--- config.mk ---
export PLATFORM = sky130hd
export DESIGN_NAME = note_sequencer
export DESIGN_NICKNAME = d
export VERILOG_FILES = /design/src/rtl/note_sequencer_pkg.sv /design/src/rtl/note_sequencer_song_rom.sv /design/src/rtl/note_sequencer.sv
export SDC_FILE = /design/constraint.sdc
export NUM_CORES = 1
export LEC_CHECK = 0
export CELL_PAD_IN_SITES_DETAIL_PLACEMENT = 0
export CELL_PAD_IN_SITES_GLOBAL_PLACEMENT = 1
export CORE_MARGIN = 3
export CORE_UTILIZATION = 30
export CTS_BUF_LIST = sky130_fd_sc_hd__clkbuf_4
export CTS_CLUSTER_SIZE = 8
export DETAILED_ROUTE_END_ITERATION = 6
export PLACE_DENSITY = 0.61
export SETUP_SLACK_MARGIN = 0.3
export SLEW_MARGIN = 20
export SYNTH_ARGS = -nofsm -noshare
export SYNTH_HDL_FRONTEND = slang
export SYNTH_SLANG_ARGS = --single-unit
--- constraint.sdc ---
create_clock -name i_clock -period 6.1 [get_ports i_clock]
set_input_delay 1.22 -clock i_clock [delete_from_list [all_inputs] [get_ports i_clock]]
set_output_delay 1.22 -clock i_clock [all_outputs]
set_load 0.03 [all_outputs]
--- src/rtl/note_sequencer_pkg.sv ---
// Shared definitions for the melody sequencer: waveform codes, song-table field layout,
// sequencer states and the duration decode helper.
package note_sequencer_pkg;

   typedef enum logic [1:0] {
      FormSin = 2'd0,
      FormTri = 2'd1,
      FormSq  = 2'd2
   } form_e;

   localparam int unsigned ENTRY_W = 11;
   localparam int unsigned END_B   = 10;
   localparam int unsigned REST_B  = 9;
   localparam int unsigned FID_MSB = 8;
   localparam int unsigned FID_LSB = 4;
   localparam int unsigned DUR_MSB = 3;

   typedef enum logic [2:0] {
      StIdle,
      StFetch,
      StDecode,
      StPlay,
      StGap
   } seq_state_e;

   // A stored duration of 0 encodes the longest note, 16 ticks.
   function automatic logic [4:0] dur_ticks(input logic [DUR_MSB:0] dur);
      return (dur == '0) ? 5'd16 : {1'b0, dur};
   endfunction

endpackage

--- src/rtl/note_sequencer_song_rom.sv ---
// Synchronous song table: one 11-bit entry per address, 1-cycle read latency.
// Contents arrive as a flat parameter, entry 0 in the least significant bits.
module note_sequencer_song_rom
   import note_sequencer_pkg::*;
#(
   parameter int unsigned                           ADDR_BITS = 6,
   parameter logic [ENTRY_W*(2**ADDR_BITS)-1:0]     CONTENTS  = '0
) (
   input  logic                 i_clock,
   input  logic [ADDR_BITS-1:0] i_addr,
   output logic [ENTRY_W-1:0]   o_data
);

   logic [ENTRY_W-1:0] w_table [2**ADDR_BITS];
   logic [ENTRY_W-1:0] r_data;

   for (genvar g = 0; g < 2**ADDR_BITS; g++) begin : g_tbl
      assign w_table[g] = CONTENTS[g*ENTRY_W +: ENTRY_W];
   end

   always_ff @(posedge i_clock) begin
      r_data <= w_table[i_addr];
   end

   assign o_data = r_data;

endmodule

--- src/rtl/note_sequencer.sv ---
// Melody player: walks the song table and feeds freq_id/new_f/form to the waveform
// generator, with a gate that is low during rests and the articulation gap.
module note_sequencer
   import note_sequencer_pkg::*;
#(
   parameter int unsigned                           TICK_DIV  = 1625000,
   parameter int unsigned                           GAP_CYC   = 65000,
   parameter int unsigned                           ADDR_BITS = 6,
   parameter logic [ENTRY_W*(2**ADDR_BITS)-1:0]     SONG      = '0
) (
   input  logic                 i_clock,
   input  logic                 i_reset,
   input  logic                 i_start,
   input  logic                 i_stop,
   input  logic                 i_loop,
   input  logic [1:0]           i_form_sel,
   output logic [4:0]           o_freq_id,
   output logic                 o_new_f,
   output logic [1:0]           o_form,
   output logic                 o_gate,
   output logic                 o_playing,
   output logic [ADDR_BITS-1:0] o_note_addr
);

   localparam int unsigned PRE_W = $clog2(TICK_DIV);
   localparam int unsigned GAP_W = $clog2(GAP_CYC + 1);
   localparam logic [PRE_W-1:0]     PRE_LAST  = PRE_W'(TICK_DIV - 1);
   localparam logic [GAP_W-1:0]     GAP_LAST  = GAP_W'(GAP_CYC - 1);
   localparam logic [ADDR_BITS-1:0] ADDR_LAST = '1;

   seq_state_e           r_state, w_state_nxt;
   logic [ADDR_BITS-1:0] r_addr, w_addr_nxt;
   logic [4:0]           r_fid, w_fid_nxt;
   form_e                r_form, w_form_nxt;
   logic                 r_new_f, w_new_f_nxt;
   logic                 r_gate, w_gate_nxt;
   logic                 r_playing, w_playing_nxt;
   logic [PRE_W-1:0]     r_pre, w_pre_nxt;
   logic [4:0]           r_ticks, w_ticks_nxt;
   logic [GAP_W-1:0]     r_gap, w_gap_nxt;
   logic [ENTRY_W-1:0]   w_entry;
   logic                 w_end;

   note_sequencer_song_rom #(
      .ADDR_BITS (ADDR_BITS),
      .CONTENTS  (SONG)
   ) u_rom (
      .i_clock (i_clock),
      .i_addr  (r_addr),
      .o_data  (w_entry)
   );

   always_ff @(posedge i_clock or posedge i_reset) begin
      if (i_reset) begin
         r_state   <= StIdle;
         r_addr    <= '0;
         r_fid     <= '0;
         r_form    <= FormSin;
         r_new_f   <= 1'b0;
         r_gate    <= 1'b0;
         r_playing <= 1'b0;
         r_pre     <= '0;
         r_ticks   <= '0;
         r_gap     <= '0;
      end else begin
         r_state   <= w_state_nxt;
         r_addr    <= w_addr_nxt;
         r_fid     <= w_fid_nxt;
         r_form    <= w_form_nxt;
         r_new_f   <= w_new_f_nxt;
         r_gate    <= w_gate_nxt;
         r_playing <= w_playing_nxt;
         r_pre     <= w_pre_nxt;
         r_ticks   <= w_ticks_nxt;
         r_gap     <= w_gap_nxt;
      end
   end

   always_comb begin
      w_state_nxt   = r_state;
      w_addr_nxt    = r_addr;
      w_fid_nxt     = r_fid;
      w_form_nxt    = r_form;
      w_new_f_nxt   = 1'b0;
      w_gate_nxt    = r_gate;
      w_playing_nxt = r_playing;
      w_pre_nxt     = r_pre;
      w_ticks_nxt   = r_ticks;
      w_gap_nxt     = r_gap;
      w_end         = 1'b0;

      if (i_stop) begin
         w_state_nxt   = StIdle;
         w_gate_nxt    = 1'b0;
         w_playing_nxt = 1'b0;
      end else if (i_start) begin
         w_state_nxt   = StFetch;
         w_addr_nxt    = '0;
         w_gate_nxt    = 1'b0;
         w_playing_nxt = 1'b1;
      end else begin
         case (r_state)
            StIdle: ;
            StFetch: w_state_nxt = StDecode;
            StDecode: begin
               if (w_entry[END_B]) begin
                  w_end = 1'b1;
               end else begin
                  w_ticks_nxt = dur_ticks(w_entry[DUR_MSB:0]);
                  w_pre_nxt   = '0;
                  w_state_nxt = StPlay;
                  if (!w_entry[REST_B]) begin
                     w_fid_nxt   = w_entry[FID_MSB:FID_LSB];
                     w_form_nxt  = form_e'(i_form_sel);
                     w_new_f_nxt = 1'b1;
                     w_gate_nxt  = 1'b1;
                  end
               end
            end
            StPlay: begin
               if (r_pre == PRE_LAST) begin
                  w_pre_nxt = '0;
                  if (r_ticks == 5'd1) begin
                     w_gate_nxt  = 1'b0;
                     w_gap_nxt   = '0;
                     w_state_nxt = StGap;
                  end else begin
                     w_ticks_nxt = r_ticks - 5'd1;
                  end
               end else begin
                  w_pre_nxt = r_pre + PRE_W'(1);
               end
            end
            StGap: begin
               if (r_gap == GAP_LAST) begin
                  // Running off the end of the table behaves like an end entry.
                  if (r_addr == ADDR_LAST) begin
                     w_end = 1'b1;
                  end else begin
                     w_addr_nxt  = r_addr + ADDR_BITS'(1);
                     w_state_nxt = StFetch;
                  end
               end else begin
                  w_gap_nxt = r_gap + GAP_W'(1);
               end
            end
            default: w_state_nxt = StIdle;
         endcase

         if (w_end) begin
            if (i_loop) begin
               w_addr_nxt  = '0;
               w_state_nxt = StFetch;
            end else begin
               w_state_nxt   = StIdle;
               w_playing_nxt = 1'b0;
            end
         end
      end
   end

   assign o_freq_id   = r_fid;
   assign o_new_f     = r_new_f;
   assign o_form      = r_form;
   assign o_gate      = r_gate;
   assign o_playing   = r_playing;
   assign o_note_addr = r_addr;

endmodule

Word-level counts from Yosys, hierarchy flattened
Memory sizes are Yosys's and may differ from the RTL's. A register that Yosys moved wholly into a read port is not among the register bits.
Index checks and enable logic that the tools add are counted.
{ "totals": {"n_memories": 1, "inputBits": 7, "reg_bits": 61, "out_inout_bits": 16, "mem_bits_ro": 704} }
{ "mem_list": {"columns": ["name", "depth", "width", "rd", "rd_clocked_by_memory_dff", "write_ports", "line_no", "source"], "rows": [
  ["(no name shown)", 64, 11, 1, 1, 0, "note_sequencer_song_rom.sv:22", "r_data <= w_table[i_addr];"]
]} }
{ "op_classes": {"bitwise": 5, "muxes": 50, "reduce_logical": 13, "eq_ne": 24, "n_addsub": 4} }
{ "op_table": {"columns": ["op", "count"], "rows": [
  ["$mux 16", 3],
  ["$mux 21", 2],
  ["$pmux 21 s2", 1],
  ["$mux 6", 6],
  ["$pmux 16 s2", 1],
  ["$ne 5x5->1 const B", 5],
  ["$mux 3", 8],
  ["$add 21x1->21 const B", 1],
  ["$eq 21x21->1 const B", 1],
  ["$mux 1", 21],
  ["$mux 5", 4],
  ["$ne 4x4->1 const B", 5],
  ["$reduce_and 6->1", 3],
  ["$add 16x1->16 const B", 1],
  ["$eq 16x16->1 const B", 1],
  ["$pmux 3 s5", 1],
  ["$ne 2x2->1 const B", 5],
  ["$pmux 5 s2", 1],
  ["$reduce_and 5->1", 2],
  ["$not 6->7", 1],
  ["$add 6x1->6 const B", 1],
  ["$eq 3x2->1 const B", 2],
  ["$eq 6x6->1 const B", 1],
  ["$eq 5x1->1 const B", 1],
  ["other kinds (13)", 18]
]} }

Logic depth before layout (Yosys ltp)
{ "depth": {"word_depth": 9, "mapped_depth": 7, "ltp_nobuf": 7} }

Cells and area by module
A second synthesis with hierarchy kept.
{ "hier_totals": {"cells_unflattened": 376, "hier_area_um2": 3467.1} }
{ "by_module_without_submodules": {"columns": ["module", "cells_per_inst", "seq_area_each_um2", "area_per_inst_um2", "n_inst"], "rows": [
  ["note_sequencer", 364, 1526.5, 3380.7, 1],
  ["note_sequencer_song_rom", 12, 0.0, 86.3, 1]
]} }

Worst setup path before layout
OpenSTA, ideal clock, no wires.
{ "synth_path": {"kind": "input-to-reg", "start": "input port i_stop", "end": "register r_ticks[3]", "cell_stages": 5, "n_path_buf": 0, "arrival_time_ps": 2696, "path_slack_ps": 3335, "required_time_ps": 6031, "path_cell_list": "or4b_4 > a21o_1 > or3_1 > or3_1 > nand3_1"} }
{ "synth_between": {"elab_chain_cells": 2} }
{ "synth_lines": {"columns": ["item", "line_no", "source"], "rows": [
  ["start: declaration", "note_sequencer.sv:14", "input logic i_stop,"],
  ["$not 1->1 (no line)", null, null],
  ["$reduce_and 6->1 (no line)", null, null],
  ["end signal: assignment", "note_sequencer.sv:74", "r_ticks <= w_ticks_nxt;"],
  ["end: declaration", "note_sequencer.sv:39", "logic [4:0] r_ticks, w_ticks_nxt;"]
]} }
Every way passes these cells.
A chain may end at the register's enable or synchronous reset.

Worst setup path in the final report
Ends and elaborated chain as after synthesis.

==> reports/metrics.csv <==
metric,value,unit
synthCells,328,
rows,36,
first_iter_violations,95,
dr.pass1.iters,4,
total_leakage_power,1.43,nW
clockBufferDepth,2,
dpl.hpwl,5.02,mm
place_ws,2.38,ns
crit_path_end_kind,flop,
fmax,0.306,GHz
die_h,108,um
cp_max_fo,13,
die_w,108,um
rsz0062_at_grt,false,
clk_root_buffer_cell,clkbuf_4,
synth_top_flop_cell,dfrtp_1,
synth_edf_count,0,
netlist_area,0.00311,mm2
start_kind,input port,
rr_startpoint,r_pre[16],
drv_cap,0,
vias,2386,
post-route-min-period,3.27,ns
grt_max_degree,57,
drtAntennaViolNets,0,
max-slew-margin-rel,40.5,%
gp_congestion,0.742,
async_flop_share,100,%
post-cts-setup-buffers,0,
area_growth,11.7,%
num_antenna_cells,0,
holdBufCountCts,0,
crit_required,6.44,ns
dieArea,0.0116,mm2
layout_common_cells,"dfrtp_1 (56), nor2_1 (47), nand2_1 (27)",
seq_area_frac_synth,45.0,%
start_util,31.4,%
rr_worst_depth,5,
startpoint,i_stop,
crit_arrival,3.61,ns
final_max_slew_viol_count,0,
p_total,0.648,mW
cts_buffers,5,
final-setup-viol-count,0,
layout-drive-gt1-share,8.93,%
ys_seq_elements,56,
worstHoldPathType,flop to flop,
crit_type,input port to flop,
grt_pass1_vias,2377,
nNetsFinal,358,
worstSetupEndpoint,r_ticks[3],
irDropWorstVdd,0.0000881,V
instances_no_fill,480,
clock_skew,0.0112,ns
final_common_cell,dfrtp_1,
grt_pass1_wl,11.9,mm
syn_area_per_cell,9.49,um2
wirelength,7.00,mm
tightestPinTransition,0.884,ns
clk_latency,0.39,ns
status,completed,
core_region_area,0.00991,mm2
cts_resized,0,
cts.sinks,56,
fin_ws,2.83,ns
pin_count,23,
finalCritPeriodShare,53.5,%
p_per_area,186,mW/mm2
r2r-end,r_pre[10],
ys_warn_count,0,
clk_pin_slew_worst_paths,0.17,ns
routed_via_density,4.97,
routedWlPerCell,14.6,um
grt_overflow,0,
cts_max_level,2,
dp.cells,472,
port-buffer-count,17,
fin_setup_tns,0,ns
hold_depth,1,
drc_errors,0,
reg2reg_slack,3.30,ns
antenna_found_initial,0,
cts_tree,yes,
synth_cell_type_count,56,
hold_viol_final,0,
grt_usage,12.6,%
kinds of logic after synthesis:
logic type,share of synthesized area [%]
other,0.121
AND/OR/NAND/NOR,31.2
multiplexers,1.37
XOR/XNOR,9.29
AO/OA/AOI/OAI,7.40
adder cells (fa/ha/maj),2.01
flip-flops,45.0
buffers and inverters,3.54
critical path, stage by stage:
cell	delay [ns]
clkdlybuf4s50_1	0.61
or4b_4	0.74
a21o_1	0.26
or3_1	0.36
or3_1	0.32
nand3_1	0.09
power by group:
part | switching, mW | internal [mW] | total [mW]
clock | 0.127 | 0.0457 | 0.173
sequential | 0.0151 | 0.388 | 0.403
combinational | 0.0431 | 0.0288 | 0.0719
total | 0.185 | 0.463 | 0.648
flip-flops by register name, summed over array words and instances (netlist names):
name / cells
r_pre: 21
r_ticks: 5
o_gate: 1
r_state: 3
o_new_f: 1
r_gap: 16
o_form: 2
o_note_addr: 6
o_playing: 1
area by class of cell:
cell class	instances	area (um2)
Clock buffer	5	37.5
Clock inverter	3	23.8
Fill cell	1079	6430
Inverter	10	37.5
Multi-Input combinational cell	253	1620
Sequential cell	56	1400
Tap cell	133	166
Timing Repair Buffer	20	193
how the worst min path moves through the flow:
stage	start	endpoint
5_1_grt	r_gap[0]	r_gap[0]
3_3_place_gp	r_gap[0]	r_gap[0]
4_1_cts	r_gap[0]	r_gap[0]
3_5_place_dp	o_form[1]	o_form[1]
2_1_floorplan	r_gap[0]	r_gap[0]
6_report	r_gap[0]	r_gap[0]
Yosys cell counts (all sizes together) (2+ instances only):
| master | n | area share, % |
|---|---|---|
| nor2b | 4 | 0.80 |
| clkbuf | 4 | 0.48 |
| a21oi | 9 | 1.6 |
| nand4 | 13 | 2.6 |
| or3 | 3 | 0.60 |
| nor3 | 6 | 1.1 |
| and3 | 5 | 1.0 |
| nor4 | 11 | 3.4 |
| a31oi | 3 | 0.60 |
| nand2 | 27 | 3.3 |
| ha | 5 | 2.0 |
| inv | 10 | 1.2 |
| buf | 9 | 1.8 |
| nand3b | 2 | 0.48 |
| or4b | 6 | 2.2 |
| and4 | 5 | 1.4 |
| a311oi | 3 | 1.0 |
| nor2 | 48 | 6.0 |
| mux2i | 2 | 0.64 |
| dfrtp | 56 | 45 |
| nand2b | 2 | 0.40 |
| xnor2 | 16 | 4.5 |
| nand3 | 25 | 4.0 |
| nor3b | 3 | 0.88 |
| mux2 | 2 | 0.72 |
| o21ai | 9 | 1.4 |
| and2 | 2 | 0.40 |
| or4 | 2 | 0.72 |
| xor2 | 17 | 4.8 |
| o22ai | 3 | 0.60 |
stage by stage:
stage | hold slack [ns] | utilization [%] | cell area (um2)
2_1_floorplan | 0.479 | - | 3130
3_3_place_gp | 0.494 | 34.4 | 3410
3_5_place_dp | 0.500 | 34.4 | 3410
4_1_cts | 0.531 | 35.1 | 3470
5_1_grt | 0.541 | 35.1 | 3470
6_report | 0.527 | 35.1 | 3470
per-layer routing:
metal | up-vias | GRT usage (%) | wire (um)
li1 | 1191 | - | -
met1 | 1165 | 17.7 | 3510
met2 | 25 | 20.0 | 3240
met3 | 5 | 2.16 | 171
met4 | 0 | 3.52 | 79
met5 | - | 0 | 0
Power figures use the tool's default switching activity.
